**src/rtl/bmc_spi_resp_pkg.sv**
```systemverilog
// Shared constants, frame-state encoding and small decode helpers for the
// BMC-side SPI egress responder.
package bmc_spi_resp_pkg;

    localparam logic [7:0]  CMD_WR        = 8'h02;
    localparam logic [7:0]  CMD_RD        = 8'h03;
    localparam logic [31:0] BAD_ADDR_DATA = 32'hBAD0_ADD5;

    typedef enum logic [2:0] {
        IDLE   = 3'd0,
        CMD    = 3'd1,
        ADDR   = 3'd2,
        WDATA  = 3'd3,
        RDATA  = 3'd4,
        DONE   = 3'd5,
        IGNORE = 3'd6
    } state_t;

    // Index of the final bit of the field collected in a given state.
    function automatic logic [5:0] last_bit_idx(input state_t s);
        case (s)
            CMD:          return 6'd7;
            ADDR:         return 6'd15;
            WDATA, RDATA: return 6'd31;
            default:      return 6'd0;
        endcase
    endfunction

    function automatic logic is_known_cmd(input logic [7:0] c);
        return (c == CMD_WR) || (c == CMD_RD);
    endfunction

endpackage

```
**src/rtl/spi_pin_sync.sv**
```systemverilog
// Brings the asynchronous SPI pins into the clk domain and derives
// single-cycle edge strobes for sclk and csn.
module spi_pin_sync (
    input  logic clk,
    input  logic rst_n,
    input  logic sclk,
    input  logic csn,
    input  logic mosi,
    output logic sclk_rise,
    output logic sclk_fall,
    output logic csn_s,
    output logic csn_fall,
    output logic csn_rise,
    output logic mosi_s
);

    logic       r_sclk_meta, r_sclk_sync, r_sclk_prev;
    logic       r_csn_meta,  r_csn_sync,  r_csn_prev;
    logic       r_mosi_meta, r_mosi_sync;
    logic [1:0] r_fill;
    logic       w_primed;

    // Edges are only trusted once every pipeline stage holds a post-reset
    // sample; otherwise a csn held low through reset looks like a fresh fall.
    assign w_primed = (r_fill == 2'd3);

    // Two-flop synchronisers plus one history flop for edge detection.
    always_ff @(posedge clk) begin
        if (!rst_n) begin
            r_sclk_meta <= 1'b0;
            r_sclk_sync <= 1'b0;
            r_sclk_prev <= 1'b0;
            r_csn_meta  <= 1'b1;
            r_csn_sync  <= 1'b1;
            r_csn_prev  <= 1'b1;
            r_mosi_meta <= 1'b0;
            r_mosi_sync <= 1'b0;
            r_fill      <= 2'd0;
        end else begin
            r_sclk_meta <= sclk;
            r_sclk_sync <= r_sclk_meta;
            r_sclk_prev <= r_sclk_sync;
            r_csn_meta  <= csn;
            r_csn_sync  <= r_csn_meta;
            r_csn_prev  <= r_csn_sync;
            r_mosi_meta <= mosi;
            r_mosi_sync <= r_mosi_meta;
            if (!w_primed) r_fill <= r_fill + 2'd1;
        end
    end

    assign sclk_rise = w_primed &&  r_sclk_sync && !r_sclk_prev;
    assign sclk_fall = w_primed && !r_sclk_sync &&  r_sclk_prev;
    assign csn_fall  = w_primed && !r_csn_sync  &&  r_csn_prev;
    assign csn_rise  = w_primed &&  r_csn_sync  && !r_csn_prev;
    assign csn_s     = r_csn_sync;
    assign mosi_s    = r_mosi_sync;

endmodule

```
**src/rtl/bmc_spi_egress_responder.sv**
```systemverilog
// SPI mode-0 target terminating the PMCI egress link as the BMC end.
// Frames are CMD[7:0] ADDR[15:0] DATA[31:0]; writes land in a flop register
// file and raise a one-cycle event, reads stream the addressed word on miso.
// Handshake: wr_evt_valid is a pure one-cycle strobe with no ready; the
// consumer must sample wr_evt_addr/wr_evt_data in that cycle (they stay held
// until the next event, but nothing back-pressures the SPI master).
module bmc_spi_egress_responder
    import bmc_spi_resp_pkg::*;
#(
    parameter int DEPTH   = 16,
    parameter int MIN_OVS = 8
) (
    input  logic        clk,
    input  logic        rst_n,
    input  logic        spi_sclk,
    input  logic        spi_csn,
    input  logic        spi_mosi,
    output logic        spi_miso,
    output logic        wr_evt_valid,
    output logic [15:0] wr_evt_addr,
    output logic [31:0] wr_evt_data,
    output logic [7:0]  abort_cnt,
    output logic [7:0]  err_cnt,
    output logic [2:0]  dbg_state
);

    localparam int AW = (DEPTH > 1) ? $clog2(DEPTH) : 1;

    logic w_sclk_rise, w_sclk_fall, w_csn_s, w_csn_fall, w_csn_rise, w_mosi_s;

    spi_pin_sync u_pin_sync (
        .clk       (clk),
        .rst_n     (rst_n),
        .sclk      (spi_sclk),
        .csn       (spi_csn),
        .mosi      (spi_mosi),
        .sclk_rise (w_sclk_rise),
        .sclk_fall (w_sclk_fall),
        .csn_s     (w_csn_s),
        .csn_fall  (w_csn_fall),
        .csn_rise  (w_csn_rise),
        .mosi_s    (w_mosi_s)
    );

    state_t      r_state, w_state_nxt, w_after_rise;
    logic [5:0]  r_bitcnt;
    logic [31:0] r_shreg;
    logic        r_miso;
    logic        r_is_rd;
    logic [15:0] r_addr;
    logic        r_addr_ok;
    logic [31:0] r_regfile [DEPTH];
    logic        r_wr_evt_valid;
    logic [15:0] r_wr_evt_addr;
    logic [31:0] r_wr_evt_data;
    logic [7:0]  r_abort_cnt;
    logic [7:0]  r_err_cnt;

    logic        w_in_frame, w_bit_done;
    logic        w_cmd_done, w_addr_done, w_wdata_done;
    logic [7:0]  w_cmd;
    logic [15:0] w_addr_full;
    logic [31:0] w_wdata;
    logic        w_cmd_known, w_addr_in_range;
    logic [31:0] w_rd_word;
    logic        w_abort, w_err_inc;

    // Field assembly: the bit arriving this cycle completes the shifted value.
    assign w_cmd       = {r_shreg[6:0],  w_mosi_s};
    assign w_addr_full = {r_shreg[14:0], w_mosi_s};
    assign w_wdata     = {r_shreg[30:0], w_mosi_s};

    assign w_cmd_known     = is_known_cmd(w_cmd);
    assign w_addr_in_range = ((w_addr_full >> AW) == 16'd0);
    assign w_rd_word       = w_addr_in_range ? r_regfile[w_addr_full[AW-1:0]] : BAD_ADDR_DATA;

    assign w_in_frame   = (r_state == CMD) || (r_state == ADDR) ||
                          (r_state == WDATA) || (r_state == RDATA);
    assign w_bit_done   = w_sclk_rise && w_in_frame && (r_bitcnt == last_bit_idx(r_state));
    assign w_cmd_done   = w_bit_done && (r_state == CMD);
    assign w_addr_done  = w_bit_done && (r_state == ADDR);
    assign w_wdata_done = w_bit_done && (r_state == WDATA);

    assign w_err_inc = (w_cmd_done && !w_cmd_known) ||
                       (w_addr_done && r_is_rd && !w_addr_in_range) ||
                       (w_wdata_done && !r_addr_ok);

    // Frame state register.
    always_ff @(posedge clk) begin
        if (!rst_n) r_state <= IDLE;
        else        r_state <= w_state_nxt;
    end

    // Next state: apply the sclk rise first, then let csn_rise close the frame.
    always_comb begin
        w_after_rise = r_state;
        w_state_nxt  = r_state;
        w_abort      = 1'b0;
        case (r_state)
            IDLE:         if (w_csn_fall)   w_after_rise = CMD;
            CMD:          if (w_cmd_done)   w_after_rise = w_cmd_known ? ADDR : IGNORE;
            ADDR:         if (w_addr_done)  w_after_rise = r_is_rd ? RDATA : WDATA;
            WDATA, RDATA: if (w_bit_done)   w_after_rise = DONE;
            default:      w_after_rise = r_state;
        endcase
        w_state_nxt = w_after_rise;
        if (w_csn_rise) begin
            w_state_nxt = IDLE;
            w_abort     = (w_after_rise == CMD) || (w_after_rise == ADDR) ||
                          (w_after_rise == WDATA) || (w_after_rise == RDATA);
        end
    end

    // Bit counter restarts on every state change and while deselected.
    always_ff @(posedge clk) begin
        if (!rst_n) begin
            r_bitcnt <= 6'd0;
        end else if ((w_state_nxt != r_state) || w_csn_s) begin
            r_bitcnt <= 6'd0;
        end else if (w_sclk_rise && w_in_frame) begin
            r_bitcnt <= r_bitcnt + 6'd1;
        end
    end

    // Shift register: collects CMD/ADDR/WDATA on rises, serves read data on falls.
    always_ff @(posedge clk) begin
        if (!rst_n) begin
            r_shreg <= 32'd0;
        end else if (w_csn_s || (r_state == IDLE)) begin
            r_shreg <= 32'd0;
        end else if (w_addr_done && r_is_rd) begin
            r_shreg <= w_rd_word;
        end else if (w_sclk_rise && ((r_state == CMD) || (r_state == ADDR) || (r_state == WDATA))) begin
            r_shreg <= {r_shreg[30:0], w_mosi_s};
        end else if (w_sclk_fall && (r_state == RDATA)) begin
            r_shreg <= {r_shreg[30:0], 1'b0};
        end
    end

    // miso only carries data while a read is streaming; it is 0 everywhere else.
    always_ff @(posedge clk) begin
        if (!rst_n) begin
            r_miso <= 1'b0;
        end else if ((r_state == RDATA) && (w_state_nxt == RDATA)) begin
            if (w_sclk_fall) r_miso <= r_shreg[31];
        end else begin
            r_miso <= 1'b0;
        end
    end

    // Latch the decoded command direction and address for the data phase.
    always_ff @(posedge clk) begin
        if (!rst_n) begin
            r_is_rd   <= 1'b0;
            r_addr    <= 16'd0;
            r_addr_ok <= 1'b0;
        end else begin
            if (w_cmd_done) r_is_rd <= (w_cmd == CMD_RD);
            if (w_addr_done) begin
                r_addr    <= w_addr_full;
                r_addr_ok <= w_addr_in_range;
            end
        end
    end

    // Commit a completed in-range write and announce it for one cycle.
    always_ff @(posedge clk) begin
        if (!rst_n) begin
            for (int i = 0; i < DEPTH; i++) r_regfile[i] <= 32'd0;
            r_wr_evt_valid <= 1'b0;
            r_wr_evt_addr  <= 16'd0;
            r_wr_evt_data  <= 32'd0;
        end else begin
            r_wr_evt_valid <= 1'b0;
            if (w_wdata_done && r_addr_ok) begin
                r_regfile[r_addr[AW-1:0]] <= w_wdata;
                r_wr_evt_valid            <= 1'b1;
                r_wr_evt_addr             <= r_addr;
                r_wr_evt_data             <= w_wdata;
            end
        end
    end

    // Saturating abort and error counters; only rst_n clears them.
    always_ff @(posedge clk) begin
        if (!rst_n) begin
            r_abort_cnt <= 8'd0;
            r_err_cnt   <= 8'd0;
        end else begin
            if (w_abort && (r_abort_cnt != 8'hFF)) r_abort_cnt <= r_abort_cnt + 8'd1;
            if (w_err_inc && (r_err_cnt != 8'hFF)) r_err_cnt   <= r_err_cnt + 8'd1;
        end
    end

    assign spi_miso     = r_miso;
    assign wr_evt_valid = r_wr_evt_valid;
    assign wr_evt_addr  = r_wr_evt_addr;
    assign wr_evt_data  = r_wr_evt_data;
    assign abort_cnt    = r_abort_cnt;
    assign err_cnt      = r_err_cnt;
    assign dbg_state    = r_state;

`ifndef SYNTHESIS
    localparam logic [7:0] HALF_MIN = 8'(MIN_OVS / 2);
    logic [7:0] r_ph_cnt;

    // Measure each selected sclk phase in clk cycles; too short means the
    // oversampling ratio is below what the synchroniser path can follow.
    always_ff @(posedge clk) begin
        if (!rst_n) begin
            r_ph_cnt <= 8'hFF;
        end else begin
            if (w_sclk_rise || w_sclk_fall)  r_ph_cnt <= 8'd1;
            else if (r_ph_cnt != 8'hFF)      r_ph_cnt <= r_ph_cnt + 8'd1;
            if ((w_sclk_rise || w_sclk_fall) && !w_csn_s) assert (r_ph_cnt >= HALF_MIN);
        end
    end
`endif

endmodule

```
**config.mk**
```make
export PLATFORM = sky130hd
export DESIGN_NAME = bmc_spi_egress_responder
export DESIGN_NICKNAME = d
export VERILOG_FILES = /design/src/rtl/bmc_spi_resp_pkg.sv /design/src/rtl/spi_pin_sync.sv /design/src/rtl/bmc_spi_egress_responder.sv
export SDC_FILE = /design/constraint.sdc
export NUM_CORES = 1
export LEC_CHECK = 0
export ABC_AREA = 1
export CORE_MARGIN = 5
export CORE_UTILIZATION = 59
export CTS_CLUSTER_DIAMETER = 80
export CTS_CLUSTER_SIZE = 30
export DETAILED_ROUTE_END_ITERATION = 10
export GPL_TIMING_DRIVEN = 1
export PLACE_DENSITY = 0.77
export SLEW_MARGIN = 10
export SYNTH_ARGS = -nofsm -noshare
export SYNTH_HDL_FRONTEND = slang
export SYNTH_SLANG_ARGS = --single-unit
```
**constraint.sdc**
```tcl
create_clock -name clk -period 3.6 [get_ports clk]
set_input_delay 0.54 -clock clk [delete_from_list [all_inputs] [get_ports clk]]
set_output_delay 0.54 -clock clk [all_outputs]
set_load 0.005 [all_outputs]
```
==> results of run 1 <==
==> how the worst max path moves through the flow <==
stage                                                  to  slack, ns  cells past startpoint
final                      r_regfile[8][19]$_SDFFCE_PN0P_       0.42                     13
after global routing       r_regfile[8][19]$_SDFFCE_PN0P_       0.14                     13
after CTS                 r_regfile[13][26]$_SDFFCE_PN0P_       0.42                     13
after detailed placement  r_regfile[13][19]$_SDFFCE_PN0P_       0.44                     13
after global placement    r_regfile[14][11]$_SDFFCE_PN0P_       0.60                     14
after floorplan            r_regfile[14][0]$_SDFFCE_PN0P_       0.44                     13
==> cell usage after synthesis (all sizes together) <==
| library cell | number |
|---|---|
| dfxtp | 135 |
| nand3 | 42 |
| nand2 | 252 |
| ha | 4 |
| nor3 | 9 |
| a21oi | 112 |
| o21ai | 356 |
| clkbuf | 189 |
| o21bai | 1 |
| o32ai | 2 |
| o22ai | 120 |
| xnor2 | 5 |
| buf | 29 |
| or2 | 3 |
| nor2 | 818 |
| o31ai | 3 |
| nand4 | 30 |
| a31oi | 20 |
| nand3b | 1 |
| xor2 | 11 |
| a211oi | 2 |
| o221ai | 2 |
| o2111ai | 1 |
| a22oi | 2 |
| clkinv | 26 |
| inv | 125 |
| o311ai | 2 |
| a22o | 7 |
| edfxtp | 512 |
| nor4 | 7 |
| o211ai | 17 |
==> critical path: stages (launching register included) <==
cell     delay [ns]
dfxtp_1        0.45
inv_2          0.10
nand3_1        0.19
nand2_1        0.14
nand2_1        0.11
nand2_1        0.07
nor2_1         0.12
nand3_2        0.17
inv_2          0.13
nand3_4        0.16
nor4_2         0.41
nand2_1        0.16
nand2_2        0.42
buf_12         0.23
==> cells in the final DEF, fill, tap and decap left out, types with 30 or more instances in the layout <==
cell             synthesis  layout
buf_4                   24      65
o22ai_1                120     120
inv_1                  120     119
a21oi_1                112     112
clkdlybuf4s50_1          0      72
nand2_1                243     227
o21ai_0                356     356
nand4_1                 30      30
nor2_1                 816     813
nand3_1                 39      38
edfxtp_1               512     512
dfxtp_1                135     133
==> per-layer routing <==
metal	global-route usage, %	routed length, um	up-vias
li1	-	-	9669
met1	40.6	29000	10300
met2	48.1	36500	1367
met3	4.31	8690	254
met4	11.3	3630	0
met5	0	0	-
==> cell type report <==
cell class / instances / area [um^2]
diodes: 1 / 2.50
clock buffers: 33 / 741
clock inverters: 17 / 219
fillers: 3629 / 16200
inverters: 151 / 574
multi-input cells: 1829 / 8440
flip-flops and latches: 647 / 18100
well taps: 607 / 759
repair buffers: 161 / 1670
==> power groups by stage <==
stage          sequential, mW  clock (mW)  combinational (mW)
2_1_floorplan            8.48           0               0.320
3_3_place_gp             8.49           0               0.525
3_5_place_dp             8.50           0               0.539
4_1_cts                  8.33        4.12               0.541
5_1_grt                  8.35        4.40               0.589
6_report                 8.33        4.12               0.548
==> cell families (layout without fill, tap and decap cells) <==
| group | Yosys count | after routing | synth area share, % |
|---|---|---|---|
| AO/OA/AOI/OAI | 647 | 647 | 12.6 |
| XOR/XNOR | 16 | 16 | 0.502 |
| adder cells (fa/ha/maj) | 4 | 4 | 0.179 |
| buffers and inverters | 369 | 362 | 5.29 |
| flip-flops | 647 | 647 | 64.7 |
| other | 0 | 1 | 0 |
| AND/OR/NAND/NOR | 1162 | 1162 | 16.7 |
==> flip-flops by register name, summed over array words and instances (netlist names), 2 cells and up <==
signal             cells
r_bitcnt               6
err_cnt                8
wr_evt_data           32
r_shreg               32
dbg_state              3
abort_cnt              8
r_regfile            512
r_addr                16
wr_evt_addr           16
u_pin_sync.r_fill      2
==> per-stage QoR <==
step / power, mW / area [um^2] / utilization [%] / setup WS [ns] / hold WS (ns)
after detailed placement: 9.04 / 29500 / 63.3 / 0.437 / 0.410
after CTS: 13.0 / 30500 / 65.4 / 0.424 / 0.434
after floorplan: 8.80 / 27900 / - / 0.436 / 0.390
after global routing: 13.3 / 30500 / 65.4 / 0.140 / 0.440
final: 13.0 / 30500 / 65.4 / 0.420 / 0.431
after global placement: 9.02 / 29500 / 63.3 / 0.604 / 0.397
==> qor.yml, run 1 <==
cells_and_area:
  layout.cells.non_filler: 3446
  drive_gt1_share_pct: 6.59
  nNetsFinal: 2828
  syn_to_final_growth_pct: 9.19
clock_network:
  clockBufferDepth: 3
  tritoncts: "built"
  cts_resized: 0
  insertion_delay_ns: 0.62
  post_cts.repair.setup_buffers: 0
  cts.sinks: 647
  h-tree-depth: 1
  cts_hold_buf: 0
  clkTransAtPathRegs_ns: 0.10
  cts_root_buffer: "clkbuf_16"
  cts_made_buffers: 29
timing:
  tns_ns: 0
  slew_viol_final: 0
  period_minus_slack_ns: 3.18
  clock.fmax_mhz: 315
  finalSetupViolations: 0
  rsz0062_at_grt: "no"
  clock_skew_ns: 0.0248
  min_period_over_period_pct: 88.3
  hold_violations: 0
  worstMarginPinSlew_ns: 0.973
  maxSlewHeadroom_pct: 35.1
critical_path:
  reg2reg_to: "r_regfile[8][19]$_SDFFCE_PN0P_"
  arrival_ns: 3.50
  required_ns: 3.92
  reg2reg_from: "dbg_state[2]$_SDFF_PN0_"
  cp-start-kind: "register"
  cp_max_fo: 17
  worstSetupEndpointType: "register"
  r2r_cells: 13
  crit_type: "register to register"
  r2r_slack_ns: 0.42
  startpoint: "dbg_state[2]$_SDFF_PN0_"
detailed_routing:
  avgRoutedWirePerCell_um: 22.6
  drtAntennaViolNets: 0
  vias_per_cell: 6.25
  vias: 21500
  drc_errors: 0
  dr.pass1.iters: 7
  routed_wl_mm: 77.8
  first_iter_violations: 3527
synthesis:
  synth_warnings: 0
  yosysTopAreaCellShare_pct: 55.0
  synth_area_per_cell_um2: 9.82
  yosysTopAreaCell: "edfxtp_1"
  syn-cell-area_um2: 27900
  ys_ff_latch: 647
  seq_area_frac_synth_pct: 64.7
  yosys-top-cells-area: "edfxtp_1, nor2_1, dfxtp_1, o21ai_0, nand2_1"
  postSynthNetCount: 2854
  yosysUniqueCellTypes: 42
  syn_inst: 2845
floorplanning:
  die_y_um: 228
  die_area_um2: 51800
  start_util_pct: 59.9
  core_area_um2: 46700
  rows: 79
  io_pins: 74
  die_w_um: 228
placed_design:
  dp_cells: 3395
  portBuffers: 73
  dp_hpwl_mm: 49.0
  place_congestion: 0.907
pwr:
  comb_power_share_pct: 4.2
  p_int_mw: 10.1
  swShare_pct: 22.1
  switchingPower_mw: 2.87
  p_leak_nw: 10.3
  pwr-share-seq_pct: 64.1
  clkPwrFrac_pct: 31.7
  powerDensity_nw_per_um2: 426
  peakVddDrop_uv: 379
grt:
  grt_pass1_vias: 20500
  grt_use_total_pct: 29.5
  grt_overflow: 0
  antenna_found_initial: 0
  grt_max_degree: 154
  grt_first_pass_wirelength_mm: 118
min_path:
  hp-class: "register to register"
  hold_end: "u_pin_sync.mosi_s$_SDFF_PN0_"
  holdPathStages: 2
  min_from: "u_pin_sync.r_mosi_meta$_SDFF_PN0_"
flow_run:
  cap_violations: 0
status:
  status: "finished clean"
Power figures use the tool's default switching activity.
==> run 2: changes to the inputs <==
--- a/config.mk
+++ b/config.mk
@@ -6,14 +6,17 @@
 export NUM_CORES = 1
 export LEC_CHECK = 0
 export ABC_AREA = 1
+export CELL_PAD_IN_SITES_DETAIL_PLACEMENT = 1
+export CELL_PAD_IN_SITES_GLOBAL_PLACEMENT = 1
 export CORE_MARGIN = 5
-export CORE_UTILIZATION = 59
+export CORE_UTILIZATION = 49
 export CTS_CLUSTER_DIAMETER = 80
 export CTS_CLUSTER_SIZE = 30
 export DETAILED_ROUTE_END_ITERATION = 10
 export GPL_TIMING_DRIVEN = 1
-export PLACE_DENSITY = 0.77
+export PLACE_DENSITY = 0.79
 export SLEW_MARGIN = 10
 export SYNTH_ARGS = -nofsm -noshare
 export SYNTH_HDL_FRONTEND = slang
+export SYNTH_HIERARCHICAL = 1
 export SYNTH_SLANG_ARGS = --single-unit
==> run 2 against run 1 <==
Effect of this change: flip-flop and latch count stayed put; clock skew is 0.0048 ns lower; wire length is 17% higher; largest cell class unchanged.
==> qor.yml, run 2 <==
status:
  status: "finished clean"
synthesis:
  yosysTopAreaCell: "edfxtp_1"
  synth-edff-count: 512  # unchanged
  syn_inst: 2781  # -2.2%
  synth_area_per_cell_um2: 10.1  # +2.6%
  yosys-top-cells-area: "edfxtp_1, nor2_1, dfxtp_1, o21ai_0, clkbuf_1"
  synthXorXnorAreaFrac_pct: 0.469  # -0.033 points
  synth_top_family_by_area: "simple AND/OR/NAND/NOR gates"
  async_flop_share_pct: 0  # unchanged
  yosys_most_used_dff: "edfxtp_1"
  synthMuxAreaShare_pct: 0.0715  # +0.071 points
  synth_fa_ha_area_share_pct: 0.179  # -0.00045 points
  yosysMostFrequentCell: "nor2_1"
  seq_area_frac_synth_pct: 64.6  # -0.16 points
  netlist_top_cells_count: "nor2_1, edfxtp_1, o21ai_0"
  postSynthNetCount: 2790  # -2.2%
  synth-simple-area-share_pct: 16.3  # -0.36 points
  syn-cell-area_um2: 28000  # +0.25%
  ys_ff_latch: 647  # unchanged
  synth_warnings: 6  # +6
  yosysTopAreaCellShare_pct: 54.9  # -0.14 points
  synth_compound_area_share_pct: 13.3  # +0.63 points
  yosysUniqueCellTypes: 41  # -2.4%
floorplanning:
  rows: 87  # +10%
  core_area_um2: 56500  # +21%
  start_util_pct: 49.6  # -10 points
  die_y_um: 249  # +9.4%
  die_area_um2: 62000  # +20%
  io_pins: 74  # unchanged
  die_w_um: 249  # +9.4%
timing:
  setup_slack_ns: 0.274  # -0.146 ns
  slew_viol_final: 0  # unchanged
  rsz0062_at_grt: "no"
  maxSlewHeadroom_pct: 30.7  # -4.4 points
  tns_ns: 0  # unchanged
  min_period_over_period_pct: 92.4  # +4.1 points
  period_minus_slack_ns: 3.33  # +0.146 ns
  clock_skew_ns: 0.0201  # -0.00478 ns
  hold_violations: 0  # unchanged
  finalSetupViolations: 0  # unchanged
  clock.fmax_mhz: 301  # -4.4%
  worstMarginPinSlew_ns: 1.04  # +0.0658 ns
clock_network:
  cts_resized: 0  # unchanged
  cts_root_buffer: "clkbuf_16"
  tritoncts: "built"
  h-tree-depth: 1  # unchanged
  clockBufferDepth: 3  # unchanged
  cts.sinks: 647  # unchanged
  insertion_delay_ns: 0.65  # +0.03 ns
  clkTransAtPathRegs_ns: 0.10  # about the same
  cts_hold_buf: 0  # unchanged
  cts_made_buffers: 31  # +6.9%
  post_cts.repair.setup_buffers: 0  # unchanged
critical_path:
  crit_type: "register to register"
  arrival_ns: 3.66  # +0.16 ns
  r2r_slack_ns: 0.27  # -0.15 ns
  critPathBufInv: 3  # unchanged
  cp-start-kind: "register"
  worstPathCellList: "ha_1, nand2_1, nor2_1, nand3_2, nor2_2, inv_2, nor2_8, nand2_2, nor2_4, inv_2, nor2_2, nand3_2, nand2_2, buf_12"
  required_ns: 3.93  # about the same
  cp_top_family: "simple AND/OR/NAND/NOR gates"
  slowest_delay_ns: 0.37  # -0.08 ns
  critPathSlowestCell: "dfxtp_1"
  worstSetupEndpointType: "register"
  cp_max_fo: 21  # +4
grt:
  antenna_found_initial: 0  # unchanged
  grt_use_total_pct: 28.3  # -1.2 points
  grt_pass1_vias: 23000  # +12%
  grt_overflow: 0  # unchanged
  grt_max_degree: 106  # -31%
  grt_first_pass_wirelength_mm: 138  # +17%
cells_and_area:
  fillers: 6147  # +69%
  final_cell_mix: "nor2_1, edfxtp_1, o21ai_0"
  syn_to_final_growth_pct: 10.2
  mostFrequentLayoutCell: "nor2_1"
  fin_util_pct: 54.6  # -11 points
  antenna_cells: 0  # -1
  largest_reg_flops: 512  # unchanged
  drive_gt1_share_pct: 8.47  # +1.9 points
  final_area_um2: 30900  # +1.2%
  nNetsFinal: 2757  # -2.5%
  largest-register: "r_regfile"
detailed_routing:
  routed_wl_mm: 91.1  # +17%
  drc_errors: 0  # unchanged
  dr.pass1.iters: 5  # -2
  vias: 21900  # +1.5%
  vias_per_cell: 6.19  # -0.93%
  avgRoutedWirePerCell_um: 25.8  # +14%
  first_iter_violations: 2079  # -41%
  drtAntennaViolNets: 0  # unchanged
pwr:
  power_mw: 13.3  # +2.5%
  powerDensity_nw_per_um2: 432  # +1.3%
  peakVddDrop_uv: 395  # +4.2%
  p_leak_nw: 10.4  # +1.1%
placed_design:
  place_congestion: 0.829  # -8.6%
  portBuffers: 73  # unchanged
  dpl_worst_slack_ns: 0.291  # -0.146 ns
  dpl_cell_area_um2: 29800  # +0.83%
  dp_hpwl_mm: 56.3  # +15%
min_path:
  hp-class: "primary input to register"
flow_run:
  cap_violations: 0  # unchanged
-- run 2: cell types whose count changed in the layout (fill, tap and decap cells not counted), moves of 7 or more --
| cell | previous run | this run |
|---|---|---|
| a21oi_1 | 112 | 76 |
| nand2_1 | 227 | 134 |
| nand3_1 | 38 | 81 |
| a22o_1 | 7 | 0 |
| nor2_2 | 5 | 20 |
| nor2_1 | 813 | 831 |
| inv_1 | 119 | 88 |
| o221ai_1 | 2 | 90 |
| buf_4 | 65 | 83 |
| nand4_1 | 30 | 13 |
| o22ai_1 | 120 | 30 |
| a31oi_1 | 20 | 12 |
| o211ai_1 | 17 | 56 |
-- run 2: power breakdown --
part	leakage, nW	switching, mW	internal, mW	total (mW)
clock network	0.509	2.65	1.78	4.43
registers	6.09	0.0900	8.29	8.38
logic	3.76	0.385	0.134	0.520
-- run 2: final timing paths --
path | to | depth (start not counted) | startpoint
max | r_regfile[6][27]$_SDFFCE_PN0P_ | 14 | u_pin_sync/r_fill[0]$_SDFFE_PN0P_
min | u_pin_sync/r_csn_prev$_SDFF_PN1_ | 2 | rst_n
max reg2reg | r_regfile[6][27]$_SDFFCE_PN0P_ | 14 | u_pin_sync/r_fill[0]$_SDFFE_PN0P_
min reg2reg | u_pin_sync/csn_s$_SDFF_PN1_ | 2 | u_pin_sync/r_csn_meta$_SDFF_PN1_
-- run 2: layer usage --
layer / GRT usage (%) / share of wire (%)
met3: 2.55 / 6.2
met4: 13.0 / 5.4
met5: 0 / 0
met1: 36.4 / 39
met2: 48.9 / 49
-- run 2: stage by stage --
stage | hold WS, ns | instances
final | 0.293 | 3529
after global routing | 0.279 | 3529
after CTS | 0.266 | 3529
after detailed placement | 0.408 | 3471
after global placement | 0.398 | 3471
after floorplan | 0.380 | 2781
-- run 2: cell type report --
type	instances	area, um^2	area share (%)
clock buffers	33	783	2.54
clock inverters	25	282	0.912
inverters	116	445	1.44
multi-input cells	1777	8570	27.8
flip-flops and latches	647	18100	58.6
well taps	756	946	3.07
repair buffers	175	1740	5.65
-- run 2: worst register-to-register path, cell delays in order, from the launching register on --
cell and delay [ns]:
dfxtp_1 0.37, ha_1 0.29, nand2_1 0.09, nor2_1 0.16
nand3_2 0.16, nor2_2 0.19, inv_2 0.08, nor2_8 0.17
nand2_2 0.09, nor2_4 0.15, inv_2 0.17, nor2_2 0.33
nand3_2 0.15, nand2_2 0.34, buf_12 0.25
-- run 2: kinds of logic after synthesis --
kind of cell	count (synthesis)
adders and majority gates	4
AOI/OAI and AO/OA	627
muxes	2
DFF	647
buffers and inverters	357
xor gates and xnor gates	15
and+or+nand+nor	1129
